==> src/rtl/sar_adc_control.sv <==
// Successive-approximation ADC controller: synchronizes the comparator,
// walks the R2R DAC code MSB to LSB with a fixed settle time per bit,
// and publishes the final code with a one-cycle valid strobe.
module sar_adc_control #(
    parameter int WIDTH  = 4,
    parameter int SETTLE = 2
) (
    input  logic             clk,
    input  logic             n_rst,
    input  logic             start,
    input  logic             comp_in,
    output logic [WIDTH-1:0] dac_out,
    output logic             busy,
    output logic [WIDTH-1:0] result,
    output logic             valid
);

    localparam int IW = (WIDTH > 1) ? $clog2(WIDTH) : 1;
    localparam logic [3:0] SETTLE_CNT = 4'(SETTLE);
    localparam logic [WIDTH-1:0] ONE = {{(WIDTH-1){1'b0}}, 1'b1};

    // TRIAL is the first cycle after dac_out changes; SETTLE covers the
    // remaining settle cycles and ends with the bit decision.
    typedef enum logic [1:0] {
        ST_IDLE,
        ST_TRIAL,
        ST_SETTLE
    } state_t;

    state_t           state, nxt_state;
    logic [3:0]       cnt, nxt_cnt;
    logic [IW-1:0]    idx, nxt_idx;
    logic [WIDTH-1:0] nxt_dac, nxt_result;
    logic             nxt_busy, nxt_valid;
    logic [1:0]       sync;
    logic             comp_s;
    logic [WIDTH-1:0] bit_cur, decided;

    assign comp_s  = sync[1];
    // Shifting a single set bit keeps every operation inside WIDTH bits.
    assign bit_cur = ONE << idx;
    assign decided = comp_s ? dac_out : (dac_out & ~bit_cur);

    // Two-flop synchronizer for the asynchronous comparator output.
    always_ff @(posedge clk or negedge n_rst) begin
        if (!n_rst) sync <= 2'b00;
        else        sync <= {sync[0], comp_in};
    end

    // State and datapath registers.
    always_ff @(posedge clk or negedge n_rst) begin
        if (!n_rst) begin
            state   <= ST_IDLE;
            cnt     <= '0;
            idx     <= '0;
            dac_out <= '0;
            result  <= '0;
            busy    <= 1'b0;
            valid   <= 1'b0;
        end else begin
            state   <= nxt_state;
            cnt     <= nxt_cnt;
            idx     <= nxt_idx;
            dac_out <= nxt_dac;
            result  <= nxt_result;
            busy    <= nxt_busy;
            valid   <= nxt_valid;
        end
    end

    // Next-state and output logic; start is only looked at in IDLE.
    always_comb begin
        nxt_state  = state;
        nxt_cnt    = cnt;
        nxt_idx    = idx;
        nxt_dac    = dac_out;
        nxt_result = result;
        nxt_busy   = busy;
        nxt_valid  = 1'b0;
        case (state)
            ST_IDLE: begin
                nxt_dac = result;
                if (start) begin
                    nxt_state = ST_TRIAL;
                    nxt_idx   = IW'(WIDTH - 1);
                    nxt_dac   = ONE << (WIDTH - 1);
                    nxt_busy  = 1'b1;
                    nxt_cnt   = '0;
                end
            end
            ST_TRIAL: begin
                nxt_state = ST_SETTLE;
                nxt_cnt   = 4'd1;
            end
            ST_SETTLE: begin
                if (cnt == SETTLE_CNT) begin
                    nxt_cnt = '0;
                    if (idx == '0) begin
                        nxt_state  = ST_IDLE;
                        nxt_dac    = decided;
                        nxt_result = decided;
                        nxt_valid  = 1'b1;
                        nxt_busy   = 1'b0;
                    end else begin
                        nxt_state = ST_TRIAL;
                        nxt_dac   = decided | (bit_cur >> 1);
                        nxt_idx   = idx - 1'b1;
                    end
                end else begin
                    nxt_cnt = cnt + 4'd1;
                end
            end
            default: begin
                nxt_state = ST_IDLE;
                nxt_busy  = 1'b0;
            end
        endcase
    end

endmodule
==> config.mk <==
export PLATFORM = sky130hd
export DESIGN_NAME = sar_adc_control
export DESIGN_NICKNAME = d
export VERILOG_FILES = /design/src/rtl/sar_adc_control.sv
export SDC_FILE = /design/constraint.sdc
export NUM_CORES = 1
export LEC_CHECK = 0
export ABC_AREA = 1
export CAP_MARGIN = 20
export CORE_UTILIZATION = 58
export DETAILED_ROUTE_END_ITERATION = 7
export PLACE_DENSITY = 0.91
export SKIP_LAST_GASP = 1
export SLEW_MARGIN = 10
export SYNTH_ARGS = -nofsm -noshare
export SYNTH_HDL_FRONTEND = slang
export SYNTH_SLANG_ARGS = --single-unit
==> constraint.sdc <==
create_clock -name clk -period 2.2 [get_ports clk]
set_input_delay 0.44 -clock clk [delete_from_list [all_inputs] [get_ports clk]]
set_output_delay 0.44 -clock clk [all_outputs]
set_load 0.03 [all_outputs]
# Word level (Yosys, flattened, before mapping)
# Cells that the tools add are included.
dict set report totals {
  reg_bits 20
  in_bits 4
  out_inout_bits 10
  wordCells 55
}
dict set report classes {
  addsub 2
  eq_ne 7
  shifts 1
  mux 23
  bitwise 4
  n_reduce_logical 10
}
# cell n
set op_table {}
lappend op_table {{4-bit 2-to-1 mux} 6}
lappend op_table {{4-bit one-hot mux with 3 select lines} 1}
lappend op_table {{2-bit 2-to-1 mux} 5}
lappend op_table {{2-bit != test, second input constant} 4}
lappend op_table {{4-bit one-hot mux with 2 select lines} 1}
lappend op_table {{4-bit AND reduction} 2}
lappend op_table {{1-bit 2-to-1 mux} 7}
lappend op_table {{2-bit one-hot mux with 3 select lines} 1}
lappend op_table {{2-bit AND reduction} 3}
lappend op_table {{4-bit by 1-bit adder with 4-bit output, second input constant} 1}
lappend op_table {{4-bit AND} 1}
lappend op_table {{4-bit by 2-bit equality test with 1-bit output, second input constant} 1}
lappend op_table {{2-bit zero test} 2}
lappend op_table {{4-bit NOT} 1}
lappend op_table {{4-bit by 3-bit OR with 4-bit output} 1}
lappend op_table {{2-bit one-hot mux with 2 select lines} 1}
lappend op_table {{1-bit by 2-bit << shifter with 4-bit output, first input constant} 1}
lappend op_table {{1-bit one-hot mux with 3 select lines} 1}
lappend op_table {{3-bit AND reduction} 1}
lappend op_table {{3-bit nonzero test} 1}
lappend op_table {{2-bit by 1-bit equality test with 1-bit output, second input constant} 1}
lappend op_table {{2-bit equality test, second input constant} 1}
lappend op_table {{2-bit nonzero test} 1}
lappend op_table {{2-bit by 1-bit subtractor with 2-bit output, second input constant} 1}
lappend op_table {{1-bit NOT} 1}

# Longest topological paths before layout
# Gate-level depths: netlist (run 1).
dict set report depth {
  depth_word 8
  depth_mapped 8
  ltp_nobuf 8
}

# Worst setup path before layout (run 1)
# No wires, ideal clock.
dict set report synth_timing {
  kind {register to register}
  from {reg state[0]}
  to {reg busy}
  setup_time_ns 0.118
  arrival_ns 1.155
  required_time_ns 2.082
  setup_slack_ns 0.927
  stages_incl_launch_ff 8
  path_buffers 1
  period_less_slack_ns 1.273
  path_cell_list {dfrtp_1 -> inv_1 -> ha_1 -> buf_6 -> a21oi_2 -> nand3_1 -> nand2_1 -> nand2_1}
}
dict set report synth_via {
  elab_chain_len 3
  elab_cells_between_ends 9
  cone_classes {5 x eq/ne; 1 x mux; 1 x bitwise; 2 x reduce/logical}
}
# element line
set synth_rtl {}
lappend synth_rtl {{start, declared} 30} ;# state_t state, nxt_state;
lappend synth_rtl {{start signal, assigned} 61} ;# state <= nxt_state;
lappend synth_rtl {{2-bit equality test, or another cell as far along} 80} ;# case (state)
lappend synth_rtl {{2-bit != test (no source line) or 1-bit NOT (tied branches)} -}
lappend synth_rtl {{4-bit AND reduction (no source line)} -}
lappend synth_rtl {{end signal, assigned} 66} ;# busy <= nxt_busy;
lappend synth_rtl {{end, declared} 13} ;# output logic busy,
# Several ways; a longest one is shown, not always the timed one.
# A chain may end at the register's enable or synchronous reset.

# Final worst setup path (run 1)
dict set report layout_timing {
  from {reg dac_out[0]}
  to {out dac_out[0]}
}
# element line
set layout_rtl {}
lappend layout_rtl {{start, declared} 12} ;# output logic [WIDTH-1:0] dac_out,
lappend layout_rtl {{start signal, assigned} 64} ;# dac_out <= nxt_dac;
# No word-level cell between the ends.

==> metrics.yaml, run 1 <==
outcome:
  outcome: "finished clean"
placed_design:
  numPortBuffers: 13
  hpwl_um: 1890
  gp_congestion: 0.848
synth:
  synth-edff-count: 0
  syn_inst: 145
  synth_ff_type: "dfrtp_1"
  ys_seq_area_share_pct: 42.5
  yosys-top-cells-area: "dfrtp_1, nand2_1, ha_1"
  synth_seq_cells: 20
  syn_nets: 159
  yosysWarnings: 0
  synth_cell_types: 22
  synth_area_leader_cell: "dfrtp_1"
  syn-cell-area_sq_um: 1180
  synth_top_area_share_pct: 42.5
  syn_area_per_cell_sq_um: 8.13
  synthArstFlopShare_pct: 100
cts:
  cts_root_buf: "clkbuf_4"
  cts.sinks: 20
  post_cts_resized: 0
  cts_tree: "yes"
  h-tree-depth: 1
  clockBufferDepth: 2
  holdBufCountCts: 0
  cts_buffers: 3
  clk_latency_ps: 300
  clk_pin_slew_ps: 110
  post_cts_buffers: 0
grt:
  busiest_layer: "met2"
  met3_usage_pct: 3.46
  antenna_found_initial: 0
  grt_start_max_net_pins: 21
  overflow: 0
  met1_usage_pct: 34.5
  grt_pass1_vias: 956
  grt_pass1_wl_um: 4040
  grt_use_met2_pct: 43.3
  grt_usage_pct: 26.3
floorplanning:
  row_count: 15
  coreArea_sq_um: 1820
  die_x_um: 47.1
  die_y_um: 47.1
  initial_core_util_pct: 64.7
  num_io_pins: 14
  die_area_sq_um: 2220
timing:
  finalHoldViolations: 0
  period_share_pct: 84.9
  relSlewSlack_pct: 68.4
  fin_skew_ps: 6.43
  setup_viol: 0
  fin_tns_setup_ps: 0
  fin_crit_ps: 1870
  rsz0062_at_grt: "false"
  fin_hold_ws_ps: 370
  worstMarginPinSlew_ps: 474
  fmax_ghz: 0.536
  report.final.slew_viol_count: 0
critical_path:
  cp.required_ps: 1760
  cp.arrival_ps: 1430
  critical_path.endpoint_type: "output port"
  worst-path-buf-inv: 1
  slowest_delay_ps: 700
  startpoint_type: "flip-flop"
  cp-startpoint: "dac_out[0]"
  path_cells: "clkdlybuf4s50_1"
  slowest_stage: "clkdlybuf4s50_1"
  criticalPathCategory: "reg2out"
  rr_startpoint: "state[0]"
  cp_max_fo: 4
  cp_top_family: "buffers and inverters"
layout:
  utilization_pct: 75.8
  nets: 178
  diodes: 0
  drive_gt1_share_pct: 14.1
  fill_cells: 134
  area_growth_syn_to_layout_pct: 17.1
route:
  routedWlPerCell_um: 13.3
  drc_errors: 0
  dr.pass1.iters: 4
  wl_um: 2500
  ant_nets: 0
  dr.first_iter.drc_count: 56
  viasPerCell: 5.50
  via_count: 1034
power_and_ir_drop:
  vdd_drop_max_mv: 0.647
  p_leak_uw: 0.000734
  power.density_nw_per_um2: 1170
hold_path:
  min_from: "sync[0]"
  worstHoldPathType: "reg2reg"
job:
  maxCapViolCount: 0
==> Yosys cell counts (3+ instances only) <==
cell type and instances:
ha_1 10, nand4_1 3, nand3_1 18, nand2_2 3, o21ai_1 4, nand2_1 55, dfrtp_1 20, inv_2 4
inv_1 11, nor2_2 3, nand2_4 3
==> path summary, 6_finish.rpt <==
kind / endpoint / slack, ps / cells after the start
setup / recovery: dac_out[0] / 330 / 1
max in group asynchronous: dac_out[3] / 1540 / 2
setup reg to reg: idx[1] / 550 / 7
hold reg to reg: sync[1] / 370 / 0
hold / removal: sync[1] / 370 / 0
min in group asynchronous: busy / 450 / 2
==> sequential cells by signal, summed over array words and instances (netlist names) <==
name / flops
valid: 1
busy: 1
sync: 2
dac_out: 4
result: 4
state: 2
cnt: 4
idx: 2
==> per-stage QoR <==
stage               power, uW  area [sq um]  worst slack (ps)  instances
floorplan                1150          1180               927        145
global placement         1330          1340               620        184
detailed placement       1380          1340               554        184
CTS                      1600          1380               341        188
global route             1740          1380               299        188
finish                   1610          1380               333        188
==> per-layer routing <==
layer	wire length [um]	part of all wire, %
met1	1100	44
met2	1180	47
met3	143	5.7
met4	70	2.8
met5	0	0
==> power by group <==
part | total, uW | switching [uW] | internal (uW) | leakage (uW)
Sequential | 541 | 88.0 | 453 | 0.000263
Clock | 216 | 115 | 101 | 0.0000210
Combinational | 856 | 553 | 303 | 0.000450
==> final cells by class <==
cell class	count	area [sq um]	share of cell area, %
inverter	16	60.1	4.35
multi-input combinational	108	607	44.0
clock buffer	4	36.3	2.63
sequential	20	500	36.3
tap	25	31.3	2.27
timing repair buffer	15	145	10.5
==> cells by family after synthesis <==
kind of cell | after synthesis | share of synthesized area [%]
xor gates and xnor gates | 1 | 0.743
and+or+nand+nor | 89 | 36.0
buffers and inverters | 17 | 6.05
AOI/OAI and AO/OA | 8 | 4.14
DFF | 20 | 42.5
adders and majority gates | 10 | 10.6
==> layout by cell type (no fill, tap or decap) <==
cell type	n
nand3_1	18
o21ai_0	1
nand2_1	55
o21a_1	1
inv_2	4
clkinv_1	1
nor2_1	1
nand4_1	3
ha_1	10
nand4_2	1
clkdlybuf4s50_1	13
nand3_2	1
dfrtp_1	20
a21boi_0	1
clkbuf_4	3
nor2_4	1
inv_1	11
a21oi_2	1
nor2_2	3
clkbuf_8	1
xor2_1	1
o21ai_1	4
nand2_2	3
nand2_4	3
buf_4	2
Power figures use the tool's default switching activity.
==> inputs of run 2 (changes only) <==
CORE_UTILIZATION = 49   (was 58)
PLACE_DENSITY = 0.83   (was 0.91)
clock period = 1.6 ns   (was 2.2 ns; I/O delays follow)
==> run 2 against run 1 <==
Via count decreased by 3.0%. Final area decreased by 0.91%. Combinational power increased by 33%. Critical endpoint is now idx[0]. Largest cell class unchanged. Highest routed layer unchanged.
==> metrics.yaml, run 2 (synthesized netlist as in run 1, its figures left out) <==
hold_path:
  worstHoldPathType: "in2async"
power_and_ir_drop:
  p_leak_uw: 0.000774
  vdd_drop_max_mv: 0.741
  power.density_nw_per_um2: 1540
critical_path:
  criticalPathCategory: "reg2reg"
  startpoint_type: "flip-flop"
  slowest_stage: "dfrtp_1"
  cp.arrival_ps: 1640
  cp_max_fo: 9
  cp.required_ps: 1800
  slowest_delay_ps: 430
  path_cells: "inv_1, ha_2, nand3_2, nand2_4, nand2_2, nand2_1, nand2_1"
  critical_path.endpoint_type: "flip-flop"
  cpMostUsedCell: "nand2_1"
cts:
  clk_pin_slew_ps: 110
  cts_tree: "yes"
  h-tree-depth: 1
  cts.sinks: 20
  clockBufferDepth: 2
  cts_buffers: 3
  cts_root_buf: "clkbuf_4"
  clk_latency_ps: 300
  holdBufCountCts: 0
job:
  maxCapViolCount: 0
route:
  drc_errors: 0
  ant_nets: 0
  viasPerCell: 5.25
  routedWlPerCell_um: 11.9
  via_count: 1003
  dr.pass1.iters: 4
  dr.first_iter.drc_count: 11
  wl_um: 2280
timing:
  finalHoldViolations: 0
  fin_ws_ps: 163
  fmax_ghz: 0.696
  setup_viol: 0
  fin_hold_ws_ps: 343
  fin_tns_setup_ps: 0
  report.final.slew_viol_count: 0
  relSlewSlack_pct: 80.3
  fin_crit_ps: 1440
  period_share_pct: 89.8
  worstMarginPinSlew_ps: 293
  fin_skew_ps: 3.29
  rsz0062_at_grt: "false"
outcome:
  outcome: "finished clean"
grt:
  grt_start_max_net_pins: 21
  grt_pass1_wl_um: 4240
  overflow: 0
  grt_usage_pct: 22.1
  grt_pass1_vias: 1020
  antenna_found_initial: 0
placed_design:
  numPortBuffers: 13
  gp_congestion: 0.836
  hpwl_um: 1770
  dpl_worst_slack_ps: 75.2
floorplanning:
  die_y_um: 51.0
  num_io_pins: 14
  die_area_sq_um: 2610
  initial_core_util_pct: 52.8
  coreArea_sq_um: 2230
  die_x_um: 51.0
  row_count: 17
layout:
  final_common_cell: "nand2_1"
  top_regs: "cnt: 4 flops, dac_out: 4 flops, result: 4 flops"
  fill_cells: 192
  area_growth_syn_to_layout_pct: 16.0
  diodes: 0
  drive_gt1_share_pct: 14.7
  nets: 179
  layout_common_cells: "nand2_1, dfrtp_1, nand3_1, inv_1, dlygate4sd2_1"
==> run 2: cell count changes in the layout (fill, tap and decap cells not counted), sizes merged <==
cell and delta:
buf +1, clkbuf -1, clkdlybuf4s50 -10, dlygate4sd2 +10
==> run 2: what timing repair did <==
item                                    CTS  global route
gates resized for setup                  10             1
endpoints found under the setup margin   10            11
buffers inserted                          0             0
==> run 2: area by class of cell <==
cell class / count / area [sq um] / area share [%]
Tap cell: 28 / 35.0 / 2.56
Sequential cell: 20 / 500 / 36.6
Timing Repair Buffer: 16 / 140 / 10.2
Multi-Input combinational cell: 108 / 609 / 44.6
Inverter: 16 / 60.1 / 4.39
Clock buffer: 3 / 22.5 / 1.65
==> run 2: where the power goes <==
| group | internal [uW] | total, uW | leakage [uW] | switching (uW) |
|---|---|---|---|---|
| Combinational | 395 | 1140 | 0.000497 | 743 |
| Sequential | 623 | 735 | 0.000263 | 112 |
| Clock | 87.9 | 236 | 0.0000138 | 148 |
| Total | 1110 | 2110 | 0.000774 | 1000 |
==> run 2: metal layers <==
metal  wire length, um  GRT usage (%)  vias to the layer above
li1                  -              -                      500
met1              1010           26.6                      465
met2              1110           38.2                       33
met3               117           3.27                        5
met4                44           10.6                        0
met5                 0              0                        -
==> run 2: final timing paths <==
kind / cells after the start / to / slack [ps] / start
worst min-delay path: 2 / result[3] / 340 / n_rst
worst max register to register: 7 / idx[0] / 160 / state[0]
worst min register to register: 0 / sync[1] / 360 / sync[0]
max in group asynchronous: 2 / dac_out[2] / 1050 / n_rst
min in group clk: 0 / sync[1] / 360 / sync[0]
worst max-delay path: 7 / idx[0] / 160 / state[0]
==> run 2: worst max-delay path, delay by kind of cell, from the launching register on <==
family                   cells  cell delay, ps
adder cells (fa/ha/maj)      1             310
buffers and inverters        1             100
AND/OR/NAND/NOR              5             490
flip-flops                   1             430
==> run 2: per-stage QoR <==
stage / cell area (sq um) / power, uW / std cells / utilization [%]
4_1_cts: 1370 / 2110 / 191 / 61.1
5_1_grt: 1370 / 2280 / 191 / 61.2
3_5_place_dp: 1360 / 1910 / 188 / 60.7
2_1_floorplan: 1180 / 1580 / 145 / -
3_3_place_gp: 1360 / 1850 / 188 / 60.7
6_report: 1370 / 2110 / 191 / 61.2
==> inputs of run 3 (changes only) <==
==> constraint.sdc (replaced) <==
create_clock -name clk -period 1.6 [get_ports clk]
set_input_delay 0.16 -clock clk [delete_from_list [all_inputs] [get_ports clk]]
set_output_delay 0.16 -clock clk [all_outputs]
set_load 0.03 [all_outputs]
==> run 3 against run 2 <==
Core utilization increased by 1.6 points. Worst setup slack got worse by 100 ps. Maximum frequency decreased by 6.7%. Critical path depth decreased by 6. Die area unchanged. Clock-buffer cell count increased by 1. Non-clock buffer count unchanged. Clock power increased by 25%.
==> metrics.yaml, run 3 (synthesized netlist as in run 1, its figures left out) <==
outcome:
  outcome: "finished clean"
cts:
  cts.sinks: 20
  clk_latency_ps: 300
  cts_buffers: 3
  holdBufCountCts: 0
  cts_tree: "yes"
  cts_root_buf: "clkbuf_4"
  h-tree-depth: 1
  clk_pin_slew_ps: 110
  clockBufferDepth: 2
grt:
  grt_usage_pct: 21.3
  grt_pass1_wl_um: 4140
  antenna_found_initial: 0
  grt_pass1_vias: 993
  overflow: 0
  grt_start_max_net_pins: 21
floorplanning:
  num_io_pins: 14
  die_x_um: 51.0
  initial_core_util_pct: 52.8
  row_count: 17
  die_area_sq_um: 2610
  coreArea_sq_um: 2230
  die_y_um: 51.0
placed_design:
  numPortBuffers: 13
  gp_congestion: 0.878
  hpwl_um: 1810
  dpl_worst_slack_ps: 207
critical_path:
  rr_startpoint: "state[0]"
  critical_path.endpoint_type: "output port"
  worst-path-buf-inv: 1
  cp.required_ps: 1440
  slowest_stage: "clkdlybuf4s50_1"
  cp_max_fo: 3
  ff2ff_setup_slack_ps: 170
  cp.arrival_ps: 1380
  r2r-end: "dac_out[0]"
  startpoint_type: "flip-flop"
  r2r_cells: 8
  criticalPathCategory: "reg2out"
  cp_top_family: "buffers and inverters"
  slowest_delay_ps: 680
  path_cells: "clkdlybuf4s50_1"
power_and_ir_drop:
  vdd_drop_max_mv: 0.777
  p_leak_uw: 0.000831
  power.density_nw_per_um2: 1560
timing:
  report.final.slew_viol_count: 0
  worstMarginPinSlew_ps: 333
  fmax_ghz: 0.649
  finalHoldViolations: 0
  period_share_pct: 96.3
  relSlewSlack_pct: 77.8
  setup_viol: 0
  fin_ws_ps: 59.8
  rsz0062_at_grt: "false"
  fin_skew_ps: 6.33
  fin_tns_setup_ps: 0
  fin_crit_ps: 1540
layout:
  nets: 179
  fill_cells: 184
  drive_gt1_share_pct: 14.6
  layout_common_cells: "nand2_1, dfrtp_1, nand3_1, inv_1, ha_1"
  area_growth_syn_to_layout_pct: 19.1
  diodes: 0
  top_regs: "cnt: 4 flops, dac_out: 4 flops, result: 4 flops"
  final_common_cell: "nand2_1"
job:
  maxCapViolCount: 0
route:
  wl_um: 2280
  ant_nets: 0
  drc_errors: 0
  routedWlPerCell_um: 11.9
  viasPerCell: 5.24
  via_count: 1006
  dr.pass1.iters: 4
  dr.first_iter.drc_count: 18
hold_path:
  worstHoldPathType: "in2async"
-- run 3: power by group --
part	switching [uW]	internal [uW]
combinational	728	423
sequential	115	623
clock	155	139
-- run 3: what timing repair did --
item,CTS,global route
gates resized for setup,0,5
setup buffers,0,0
setup endpoints to repair,0,5
-- run 3: per-stage QoR --
step                power [uW]  instance area, sq um  utilization, %  hold WS, ps  instances
floorplan                 1580                  1180               -         -136        145
global placement          1850                  1360            60.7          333        188
detailed placement        1900                  1360            60.7          336        188
CTS                       2200                  1390            62.3          184        192
global route              2390                  1400            62.9          203        192
finish                    2180                  1400            62.9          176        192
-- run 3: worst max-delay path by stage --
stage / cells after the start / from / to
after floorplan: 7 / state[0] / busy
after global placement: 7 / start / idx[0]
after detailed placement: 8 / state[0] / dac_out[0]
after CTS: 1 / dac_out[1] / dac_out[1]
after global routing: 1 / result[0] / result[0]
final: 1 / result[3] / result[3]
-- run 3: cell type report --
type,count,area (sq um),share of cell area (%)
multi-input cells,108,607,43.2
flip-flops and latches,20,500,35.7
repair buffers,16,165,11.8
inverters,16,60.1,4.28
clock buffers,4,36.3,2.58
well taps,28,35.0,2.50
-- run 3: metal layers --
metal | part of all wire (%) | vias up | track usage (%)
met4 | 1.7 | 0 | 7.41
li1 | - | 497 | -
met5 | 0 | - | 0
met1 | 45 | 472 | 26.0
met3 | 4.3 | 6 | 4.46
met2 | 49 | 31 | 36.8
